`src/rtl/sdram_frame_arbiter.sv`:
```
// Frame-buffer memory arbiter: interleaves fixed-length camera write bursts and
// display read bursts on one memory port, with per-side wrapping frame pointers.
module sdram_frame_arbiter #(
    parameter int BURST_LEN   = 16,
    parameter int FRAME_WORDS = 76800,
    parameter int FIFO_DEPTH  = 512,
    parameter int LOW_WM      = 64,
    parameter int ADDR_W      = 23,
    parameter int WR_BASE     = 0,
    parameter int RD_BASE     = 0
) (
    input  logic              ctrl_clk,
    input  logic              reset_n,
    input  logic              wr_sof,
    input  logic              new_frame,
    input  logic [8:0]        write_fifo_rdusedw,
    input  logic [31:0]       write_fifo_q,
    output logic              wr_fifo_rdreq,
    input  logic [8:0]        read_fifo_wrusedw,
    output logic              rd_fifo_wrreq,
    output logic [31:0]       rd_fifo_data,
    output logic [ADDR_W-1:0] mem_address,
    output logic [6:0]        mem_burstcount,
    output logic              mem_write,
    output logic [31:0]       mem_writedata,
    output logic              mem_read,
    input  logic              mem_waitrequest,
    input  logic [31:0]       mem_readdata,
    input  logic              mem_readdatavalid,
    output logic              wr_frame_done,
    output logic              busy
);

    typedef enum logic [1:0] {
        IDLE     = 2'd0,
        WR_BURST = 2'd1,
        RD_CMD   = 2'd2,
        RD_DATA  = 2'd3
    } state_t;

    localparam logic [8:0]        WR_THRESH   = 9'(BURST_LEN);
    localparam logic [8:0]        RD_LIMIT    = 9'(FIFO_DEPTH - BURST_LEN - 1);
    localparam logic [8:0]        LOW_LEVEL   = 9'(LOW_WM);
    localparam logic [6:0]        LAST_BEAT   = 7'(BURST_LEN - 1);
    localparam logic [6:0]        BURST_COUNT = 7'(BURST_LEN);
    localparam logic [ADDR_W-1:0] STEP        = ADDR_W'(BURST_LEN);
    localparam logic [ADDR_W-1:0] FRAME_END   = ADDR_W'(FRAME_WORDS);
    localparam logic [ADDR_W-1:0] WR_OFS      = ADDR_W'(WR_BASE);
    localparam logic [ADDR_W-1:0] RD_OFS      = ADDR_W'(RD_BASE);

    state_t            state_reg;
    logic [ADDR_W-1:0] wr_ptr_reg;
    logic [ADDR_W-1:0] rd_ptr_reg;
    logic [6:0]        beat_reg;
    logic              last_grant_reg;   // 1 = last grant went to read
    logic              wr_rewind_reg;
    logic              rd_rewind_reg;

    logic              wr_eligible;
    logic              rd_eligible;
    logic              rd_urgent;
    logic              grant_rd;
    logic              grant_wr;
    logic              beat_last;
    logic [ADDR_W-1:0] wr_ptr_adv;
    logic [ADDR_W-1:0] rd_ptr_adv;
    logic              wr_wrap;
    logic              rd_wrap;
    logic [ADDR_W-1:0] wr_ptr_done;
    logic [ADDR_W-1:0] rd_ptr_done;
    logic [ADDR_W-1:0] wr_ptr_idle;
    logic [ADDR_W-1:0] rd_ptr_idle;

    assign wr_eligible = write_fifo_rdusedw >= WR_THRESH;
    assign rd_eligible = read_fifo_wrusedw <= RD_LIMIT;
    assign rd_urgent   = rd_eligible & (read_fifo_wrusedw < LOW_LEVEL);
    assign grant_rd    = rd_urgent | (rd_eligible & (~wr_eligible | ~last_grant_reg));
    assign grant_wr    = wr_eligible & ~grant_rd;

    assign beat_last   = beat_reg == LAST_BEAT;

    // A rewind pulse arriving on the completion cycle itself counts as pending.
    assign wr_ptr_adv  = wr_ptr_reg + STEP;
    assign rd_ptr_adv  = rd_ptr_reg + STEP;
    assign wr_wrap     = wr_ptr_adv == FRAME_END;
    assign rd_wrap     = rd_ptr_adv == FRAME_END;
    assign wr_ptr_done = (wr_wrap | wr_sof | wr_rewind_reg) ? '0 : wr_ptr_adv;
    assign rd_ptr_done = (rd_wrap | new_frame | rd_rewind_reg) ? '0 : rd_ptr_adv;

    // In IDLE a rewind applies at once, including to a burst granted that cycle.
    assign wr_ptr_idle = wr_sof ? '0 : wr_ptr_reg;
    assign rd_ptr_idle = new_frame ? '0 : rd_ptr_reg;

    assign wr_fifo_rdreq  = mem_write & ~mem_waitrequest;
    assign mem_writedata  = mem_write ? write_fifo_q : '0;
    assign rd_fifo_wrreq  = (state_reg == RD_DATA) & mem_readdatavalid;
    assign rd_fifo_data   = rd_fifo_wrreq ? mem_readdata : '0;
    assign mem_burstcount = (mem_write | mem_read) ? BURST_COUNT : '0;

    always_ff @(posedge ctrl_clk or negedge reset_n) begin
        if (!reset_n) begin
            state_reg      <= IDLE;
            wr_ptr_reg     <= '0;
            rd_ptr_reg     <= '0;
            beat_reg       <= '0;
            last_grant_reg <= 1'b1;
            wr_rewind_reg  <= 1'b0;
            rd_rewind_reg  <= 1'b0;
            mem_address    <= '0;
            mem_write      <= 1'b0;
            mem_read       <= 1'b0;
            wr_frame_done  <= 1'b0;
            busy           <= 1'b0;
        end else begin
            wr_frame_done <= 1'b0;
            case (state_reg)
                IDLE: begin
                    wr_ptr_reg <= wr_ptr_idle;
                    rd_ptr_reg <= rd_ptr_idle;
                    beat_reg   <= '0;
                    if (grant_rd) begin
                        state_reg      <= RD_CMD;
                        mem_read       <= 1'b1;
                        mem_address    <= RD_OFS + rd_ptr_idle;
                        last_grant_reg <= 1'b1;
                        busy           <= 1'b1;
                    end else if (grant_wr) begin
                        state_reg      <= WR_BURST;
                        mem_write      <= 1'b1;
                        mem_address    <= WR_OFS + wr_ptr_idle;
                        last_grant_reg <= 1'b0;
                        busy           <= 1'b1;
                    end
                end
                WR_BURST: begin
                    if (new_frame) rd_ptr_reg <= '0;
                    if (wr_sof) wr_rewind_reg <= 1'b1;
                    if (!mem_waitrequest) begin
                        beat_reg <= beat_reg + 7'd1;
                        if (beat_last) begin
                            state_reg     <= IDLE;
                            mem_write     <= 1'b0;
                            busy          <= 1'b0;
                            wr_ptr_reg    <= wr_ptr_done;
                            wr_frame_done <= wr_wrap;
                            wr_rewind_reg <= 1'b0;
                        end
                    end
                end
                RD_CMD: begin
                    if (wr_sof) wr_ptr_reg <= '0;
                    if (new_frame) rd_rewind_reg <= 1'b1;
                    if (!mem_waitrequest) begin
                        state_reg <= RD_DATA;
                        mem_read  <= 1'b0;
                        beat_reg  <= '0;
                    end
                end
                RD_DATA: begin
                    if (wr_sof) wr_ptr_reg <= '0;
                    if (new_frame) rd_rewind_reg <= 1'b1;
                    if (mem_readdatavalid) begin
                        beat_reg <= beat_reg + 7'd1;
                        if (beat_last) begin
                            state_reg     <= IDLE;
                            busy          <= 1'b0;
                            rd_ptr_reg    <= rd_ptr_done;
                            rd_rewind_reg <= 1'b0;
                        end
                    end
                end
                default: begin
                    state_reg <= IDLE;
                    mem_write <= 1'b0;
                    mem_read  <= 1'b0;
                    busy      <= 1'b0;
                end
            endcase
        end
    end

endmodule

```
`config.mk`:
```
export PLATFORM = sky130hd
export DESIGN_NAME = sdram_frame_arbiter
export DESIGN_NICKNAME = d
export VERILOG_FILES = /design/src/rtl/sdram_frame_arbiter.sv
export SDC_FILE = /design/constraint.sdc
export NUM_CORES = 1
export LEC_CHECK = 0
export CAP_MARGIN = 25
export CORE_UTILIZATION = 40
export CTS_BUF_LIST = sky130_fd_sc_hd__clkbuf_16
export CTS_CLUSTER_SIZE = 24
export DETAILED_ROUTE_END_ITERATION = 8
export PLACE_DENSITY = 0.75
export SYNTH_ARGS = -nofsm -noshare
export SYNTH_HDL_FRONTEND = slang
export SYNTH_SLANG_ARGS = --single-unit
export TNS_END_PERCENT = 50
```
`constraint.sdc`:
```
create_clock -name ctrl_clk -period 3.6 [get_ports ctrl_clk]
set_input_delay 0.9 -clock ctrl_clk [delete_from_list [all_inputs] [get_ports ctrl_clk]]
set_output_delay 0.9 -clock ctrl_clk [all_outputs]
set_load 0.02 [all_outputs]
```
# [Word-level counts from Yosys, hierarchy flattened]
# Index checks and enable logic that the tools add are counted.
[classes] n_reduce_logical=17 add_sub_neg=3 n_lt_le_gt_ge=3 shift=0 n_mul=0 n_div=0 bitwise_logic=16 mux=51 n_eq_ne=15
[op_table] cell="$mux 23" count=10
[op_table] cell="$pmux 23 s2" count=2
[op_table] cell="$mux 32" count=2
[op_table] cell="$add 23x5->23 const B" count=2
[op_table] cell="$eq 23x17->1 const B" count=2
[op_table] cell="$pmux 7 s4" count=1
[op_table] cell="$mux 1" count=21
[op_table] cell="$mux 7" count=3
[op_table] cell="$ne 2x2->1 const B" count=8
[op_table] cell="$mux 2" count=6
[op_table] cell="$reduce_bool 2->1" count=5
[op_table] cell="$ge 9x5->1 const B" count=1
[op_table] cell="$le 9x9->1 const B" count=1
[op_table] cell="$lt 9x7->1 const B" count=1
[op_table] cell="$reduce_and 3->1" count=3
[op_table] cell="$pmux 2 s4" count=1
[op_table] cell="$reduce_and 4->1" count=2
[op_table] cell="$add 7x1->7 const B" count=1
[op_table] cell="$eq 7x4->1 const B" count=1
[op_table] cell="$or 1x1->1" count=7
[op_table] cell="$pmux 1 s2" count=3
[op_table] cell="$and 1x1->1" count=5
[op_table] cell="$mux 5" count=1
[op_table] cell="$reduce_and 5->1" count=1
[op_table] cell="other kinds (10)" count=15
[word_totals] ramBits=0 out_inout_bits=100 latchBits=0 mem_count=0 ff_bits=85 in_bits=88 mem_bits_ro=0

# [Longest topological paths before layout]
# Gate-level depths: netlist of the first run.
[depth] ltp_word=10 mapped_depth=10 depth_no_buf=8

# [Worst setup path before layout of the first run]
# No wires, ideal clock.
[synth_timing] path_type="in2out" start="input mem_readdatavalid" end="output rd_fifo_data[22]" path_buffers=1 arrival_ns=1.781 path_stages=4 setup_slack_ns=0.919 path_cell_list="nand3_1 -> inv_1 -> clkbuf_1 -> and2_1"
[synth_via] elab_chain_len=2
[synth_rtl] item="from (decl)" line_no="29" rtl="input logic mem_readdatavalid,"
[synth_rtl] item="$and 1x1->1" line_no="96" rtl="assign rd_fifo_wrreq = (state_reg == RD_DATA) & mem_readdatavalid;"
[synth_rtl] item="named net rd_fifo_wrreq" line_no="20" rtl="output logic rd_fifo_wrreq,"
[synth_rtl] item="$mux 32" line_no="97" rtl="assign rd_fifo_data = rd_fifo_wrreq ? mem_readdata : '0;"
[synth_rtl] item="to (decl)" line_no="21" rtl="output logic [31:0] rd_fifo_data,"
# The timed path passes the listed nets, and every way through them passes these cells.

# [Final worst setup path of the first run]
[layout_timing] start="input mem_readdatavalid" end="output rd_fifo_data[31]"
[layout_via] elab_chain_len=2
[layout_rtl] item="$and 1x1->1" line_no="96"
[layout_rtl] item="$mux 32" line_no="97"
# Every way passes these cells.

==> flow_summary_export.csv, run 1 <==
group,metric,value,unit
outcome,status,"complete, no violations",
timing,min_period_over_period,97.9,%
critical_path,cp_slowest_cell,"clkdlybuf4s50_1",
detailed_routing,dr_total_vias,5530,
cts,clockRootBuffer,"clkbuf_16",
power,pwr-share-clk,31.9,%
placement,port_buffers,173,
detailed_routing,drc,0,
synthesis,synth_cells,656,
timing,fin_crit,3.52,ns
global_route,antenna_found_initial,0,
power,p_seq_share,35.5,%
power,internal_power,2.11,mW
critical_path,required,2.70,ns
timing,relSlewSlack,49.9,%
floorplan,start_util,41.5,%
hold_path,hold_class,"register to register",
power,peakVddDrop,306,µV
synthesis,synth_area_leaders,"dfrtp_1 38%, and2_1 8.4%, nand2_1 4.8%",
synthesis,syn_avg_cell_area,8.43,µm²
synthesis,yosysTopAreaCellShare,38.0,%
cells_and_area,antenna_cells,0,
cts,clk_pin_slew,0.07,ns
timing,tightest_slew,0.752,ns
critical_path,crit_type,"primary input to output pin",
global_route,grt_overflow_total,0,
cts,post_cts_buffers,0,
detailed_routing,wirelength,16100,µm
synthesis,synth-edff-count,0,
cells_and_area,multi_input_area,3090,µm²
cts,cts.htree.levels,3,
cells_and_area,final-seq-area,2130,µm²
cells_and_area,fillerInstances,1176,
detailed_routing,ant_nets,0,
global_route,grt.total_usage,22.6,%
timing,rsz0062_at_grt,"false",
power,pwr-share-comb,32.6,%
power,leakage,3.12,nW
floorplan,die_area,14300,µm²
cells_and_area,areaGrowthSynthToFinish,38.6,%
global_route,grt_max_degree,49,
cts,clkSinkCount,85,
floorplan,fp-row-count,42,
placement,gp_congestion,0.912,
synthesis,synth_ff_type,"dfrtp_1",
cts,post_cts_resized,0,
synthesis,yosysTopAreaCell,"dfrtp_1",
floorplan,core,13300,µm²
timing,fmax,0.284,GHz
floorplan,io_pins,188,
detailed_routing,avgRoutedWirePerCell,16.4,µm
timing,fin_tns_setup,0,ns
critical_path,worstSetupStartpointType,"primary input",
synthesis,synth-seq-cells,85,
timing,hold_violations,0,
critical_path,critPathMostFrequentCell,"clkdlybuf4s50_1",
power,netSwitchingFraction,33.0,%
critical_path,path_cells,"clkdlybuf4s50_1 > nand3_1 > inv_1 > buf_12 > and2_1 > clkdlybuf4s50_1",
cts,clock_path_buffers,2,
floorplan,fp.dieW,120,µm
detailed_routing,initialDrtViolationCount,393,
power,p_per_area,410,nW/µm²
cells_and_area,layout_common_cells,"166 x clkdlybuf4s50_1, 84 x dfrtp_1, 74 x and2_1, 71 x nand2_1, 44 x o21ai_0",
floorplan,die_y,120,µm
global_route,grt_pass1_wl,25800,µm
synthesis,seq_area_frac_synth,38.5,%
cells_and_area,layout.nets,890,
critical_path,slowest_delay,0.60,ns
job,maxCapViolations,0,
critical_path,critPathMaxFanout,33,
cts,cts_buffers,9,
cts,clk_latency,0.35,ns
cells_and_area,design_area,7670,µm²
cts,cts_tree,"done",
timing,skew,0.00790,ns
cells_and_area,final_common_cell,"clkdlybuf4s50_1",
timing,slew_violations,0,
synthesis,async_flop_share,100,%
detailed_routing,avgViaCountPerCell,5.65,
cts,postCtsHoldBufs,0,
placement,place_area,7340,µm²
placement,dpl.hpwl,11600,µm
critical_path,end_kind,"output pin",
power,switching_power,1.04,mW
cells_and_area,drive_gt1_share,6.61,%
timing,finalSetupViolations,0,
global_route,grt_pass1_vias,5393,
synthesis,syn-cell-area,5530,µm²
synthesis,yosys_warnings,0,
detailed_routing,dr.pass1.iters,5,
synthesis,ys_types,66,
critical_path,worstPathArrival,2.62,ns
cell type report:
class / count / share of cell area, %
repair buffers: 186 / 24.4
well taps: 176 / 2.87
flip-flops and latches: 85 / 27.7
multi-input cells: 505 / 40.3
clock buffers: 9 / 2.94
clock inverters: 7 / 1.17
inverters: 10 / 0.489
stage by stage:
| step | worst slack, ns | hold WS [ns] | std cells | power, mW | util, % |
|---|---|---|---|---|---|
| floorplan | 0.919 | 0.481 | 661 | 1.68 | - |
| global placement | 0.116 | 0.461 | 961 | 2.13 | 54.8 |
| detailed placement | 0.0965 | 0.470 | 962 | 2.16 | 55.0 |
| CTS | 0.0858 | 0.485 | 978 | 3.17 | 57.3 |
| global route | 0.000264 | 0.523 | 978 | 3.29 | 57.5 |
| finish | 0.0767 | 0.477 | 978 | 3.14 | 57.5 |
final timing paths:
check / startpoint / to / slack [ns] / depth (start not counted)
worst max-delay path: mem_readdatavalid / rd_fifo_data[31] / 0.08 / 6
worst min-delay path: mem_address[14] / mem_address[14] / 0.48 / 2
worst max register to register: wr_ptr_reg[4] / wr_ptr_reg[5] / 0.28 / 8
worst min register to register: mem_address[14] / mem_address[14] / 0.48 / 2
max in group asynchronous: reset_n / rd_ptr_reg[0] / 2.48 / 2
min in group asynchronous: reset_n / wr_ptr_reg[21] / 0.52 / 1
critical path: cells and delay by family:
kind	cells	cell delay, ns
simple gates	2	0.26
buf+inv	4	1.46
power by group through the flow:
stage / Sequential (mW) / Combinational [mW] / Clock (mW)
final: 1.11 / 1.03 / 1.00
after global routing: 1.13 / 1.11 / 1.05
after CTS: 1.11 / 1.03 / 1.02
after detailed placement: 1.13 / 1.02 / 0
after global placement: 1.13 / 0.999 / 0
after floorplan: 1.11 / 0.576 / 0
Yosys cell counts (all sizes together) (5+ instances only):
library cell and n:
a21boi 5, a21oi 21, a22o 5, a22oi 25
a31oi 11, and2 76, and3 18, buf 21
clkbuf 40, dfrtp 84, ha 5, inv 10
nand2 71, nand2b 5, nand3 33, nand4 22
nor2 30, nor3 17, nor4 10, o21a 7
o21ai 52, o31ai 11, xnor2 6
layer usage:
metal	share of wire (%)	vias to the layer above	global-route usage [%]
met3	6.8	23	4.90
met2	51	254	38.9
li1	-	2645	-
met4	1.7	0	8.59
met5	0	-	0
met1	41	2608	27.4
logic make-up (layout without fill, tap and decap cells):
group,Yosys count,in the layout,share of synthesized area (%)
AND/OR/NAND/NOR,307,307,30.8
AO/OA/AOI/OAI,175,175,21.5
flip-flops,85,85,38.5
buffers and inverters,71,212,6.11
XOR/XNOR,8,8,1.27
adder cells (fa/ha/maj),5,5,1.13
multiplexers,4,4,0.724
other,1,6,0.0678
Power figures use the tool's default switching activity.
==> run 2, diff against run 1 <==
--- a/config.mk
+++ b/config.mk
@@ -6,11 +6,11 @@
 export NUM_CORES = 1
 export LEC_CHECK = 0
 export CAP_MARGIN = 25
-export CORE_UTILIZATION = 40
+export CORE_UTILIZATION = 47
 export CTS_BUF_LIST = sky130_fd_sc_hd__clkbuf_16
 export CTS_CLUSTER_SIZE = 24
 export DETAILED_ROUTE_END_ITERATION = 8
-export PLACE_DENSITY = 0.75
+export PLACE_DENSITY = 0.85
 export SYNTH_ARGS = -nofsm -noshare
 export SYNTH_HDL_FRONTEND = slang
 export SYNTH_SLANG_ARGS = --single-unit
==> flow_summary_export.csv, run 2 (synthesized netlist as in run 1, its figures left out) <==
group,metric,value,unit
floorplan,die_y,111,µm
floorplan,io_pins,188,
critical_path,critPathMaxFanout,33,
detailed_routing,wirelength,15400,µm
critical_path,worstRegToRegCells,8,
power,p_per_area,423,nW/µm²
floorplan,fp.dieW,111,µm
power,internal_power,2.23,mW
timing,fmax,0.286,GHz
global_route,grt_pass1_wl,25500,µm
detailed_routing,avgRoutedWirePerCell,16.4,µm
placement,gp_congestion,0.892,
critical_path,r2r-start,"wr_ptr_reg[4]",
cts,cts_tree,"done",
cts,clk_latency,0.34,ns
critical_path,r2r_slack,0.34,ns
timing,slew_violations,0,
global_route,grt_overflow_total,0,
critical_path,required,2.70,ns
placement,dpl.hpwl,11100,µm
cts,cts_buffers,9,
power,netSwitchingFraction,31.7,%
detailed_routing,ant_nets,0,
cts,clk_pin_slew,0.07,ns
floorplan,fp-row-count,39,
floorplan,die_area,12200,µm²
cells_and_area,drive_gt1_share,6.88,%
timing,tightest_slew,0.767,ns
timing,hold_violations,0,
power,peakVddDrop,273,µV
cells_and_area,final_common_cell,"clkdlybuf4s50_1",
global_route,antenna_found_initial,0,
detailed_routing,dr.pass1.iters,5,
timing,finalSetupViolations,0,
cts,clkSinkCount,85,
detailed_routing,initialDrtViolationCount,300,
cells_and_area,layout.nets,888,
critical_path,end_kind,"output pin",
timing,relSlewSlack,48.9,%
cells_and_area,antenna_cells,0,
detailed_routing,dr_total_vias,5505,
timing,skew,0.00757,ns
critical_path,crit_type,"primary input to output pin",
power,switching_power,1.03,mW
cts,postCtsHoldBufs,0,
critical_path,r2r_end,"wr_ptr_reg[5]",
outcome,status,"complete, no violations",
cts,clockRootBuffer,"clkbuf_16",
critical_path,startpoint,"mem_readdatavalid",
cells_and_area,fillerInstances,874,
global_route,grt_max_degree,86,
global_route,grt_pass1_vias,5229,
timing,min_period_over_period,97.0,%
power,leakage,3.46,nW
cts,clock_path_buffers,2,
timing,fin_crit,3.49,ns
cells_and_area,areaGrowthSynthToFinish,39.5,%
global_route,grt.total_usage,25.3,%
cts,cts.htree.levels,3,
cells_and_area,layout_common_cells,"143 x clkdlybuf4s50_1, 84 x dfrtp_1, 74 x and2_1, 71 x nand2_1, 44 x o21ai_0",
power,pwr-share-clk,34.9,%
critical_path,worstPathArrival,2.59,ns
detailed_routing,drc,0,
floorplan,start_util,48.2,%
power,p_seq_share,34.7,%
floorplan,core,11500,µm²
timing,fin_tns_setup,0,ns
critical_path,worstSetupStartpointType,"primary input",
hold_path,hold_class,"primary input to asynchronous set/reset pin",
power,pwr-share-comb,30.4,%
power,total_power,3.26,mW
placement,port_buffers,173,
detailed_routing,avgViaCountPerCell,5.84,
timing,rsz0062_at_grt,"false",
job,maxCapViolations,0,
## run 2: repair_timing
action,4_1_cts,5_1_grt
setup endpoints to repair,1,31
setup buffers,0,0
gates resized for setup,1,30
hold endpoints to repair,0,0
## run 2: worst max-delay path, stage by stage
cell and delay (ns):
clkdlybuf4s50_1 0.55, nand3_2 0.14, inv_2 0.11, buf_12 0.15, and2_1 0.13, clkdlybuf4s50_1 0.59
## run 2: worst max path at each step
stage | end | slack, ns
after floorplan | rd_fifo_data[22] | 0.92
after global placement | rd_fifo_data[14] | 0.08
after detailed placement | rd_fifo_data[26] | 0.02
after CTS | rd_fifo_data[26] | 0.001
after global routing | rd_fifo_data[22] | 0.02
final | rd_fifo_data[22] | 0.11
## run 2: cell type report
class / count / area, µm² / area share [%]
clock buffers: 9 / 225 / 2.92
repair buffers: 184 / 1910 / 24.8
well taps: 143 / 179 / 2.32
clock inverters: 7 / 138 / 1.78
multi-input cells: 505 / 3100 / 40.1
inverters: 10 / 37.5 / 0.486
flip-flops and latches: 85 / 2130 / 27.6
## run 2: power by group through the flow
stage | registers [mW] | logic [mW] | clock network (mW)
4_1_cts | 1.13 | 1.01 | 1.15
3_3_place_gp | 1.14 | 0.972 | 0
5_1_grt | 1.15 | 1.08 | 1.18
6_report | 1.13 | 0.991 | 1.14
2_1_floorplan | 1.11 | 0.576 | 0
3_5_place_dp | 1.15 | 1.00 | 0
## run 2: metrics by stage
step	instances	worst slack (ns)	hold slack [ns]	area [µm²]	utilization (%)
floorplan	661	0.919	0.481	5550	-
global placement	926	0.0807	0.463	7260	63.3
detailed placement	926	0.0210	0.480	7260	63.3
CTS	942	0.00105	0.495	7620	66.4
global route	943	0.0170	0.406	7720	67.3
finish	943	0.106	0.398	7720	67.3
## run 2: routing by layer
| metal | global-route usage [%] | routed length [µm] | share of wire (%) | up-vias |
|---|---|---|---|---|
| met5 | 0 | 0 | 0 | - |
| met4 | 7.20 | 182 | 1.2 | 0 |
| met1 | 32.8 | 6400 | 41 | 2598 |
| li1 | - | - | - | 2650 |
| met2 | 43.5 | 7840 | 51 | 242 |
| met3 | 4.06 | 1020 | 6.6 | 15 |
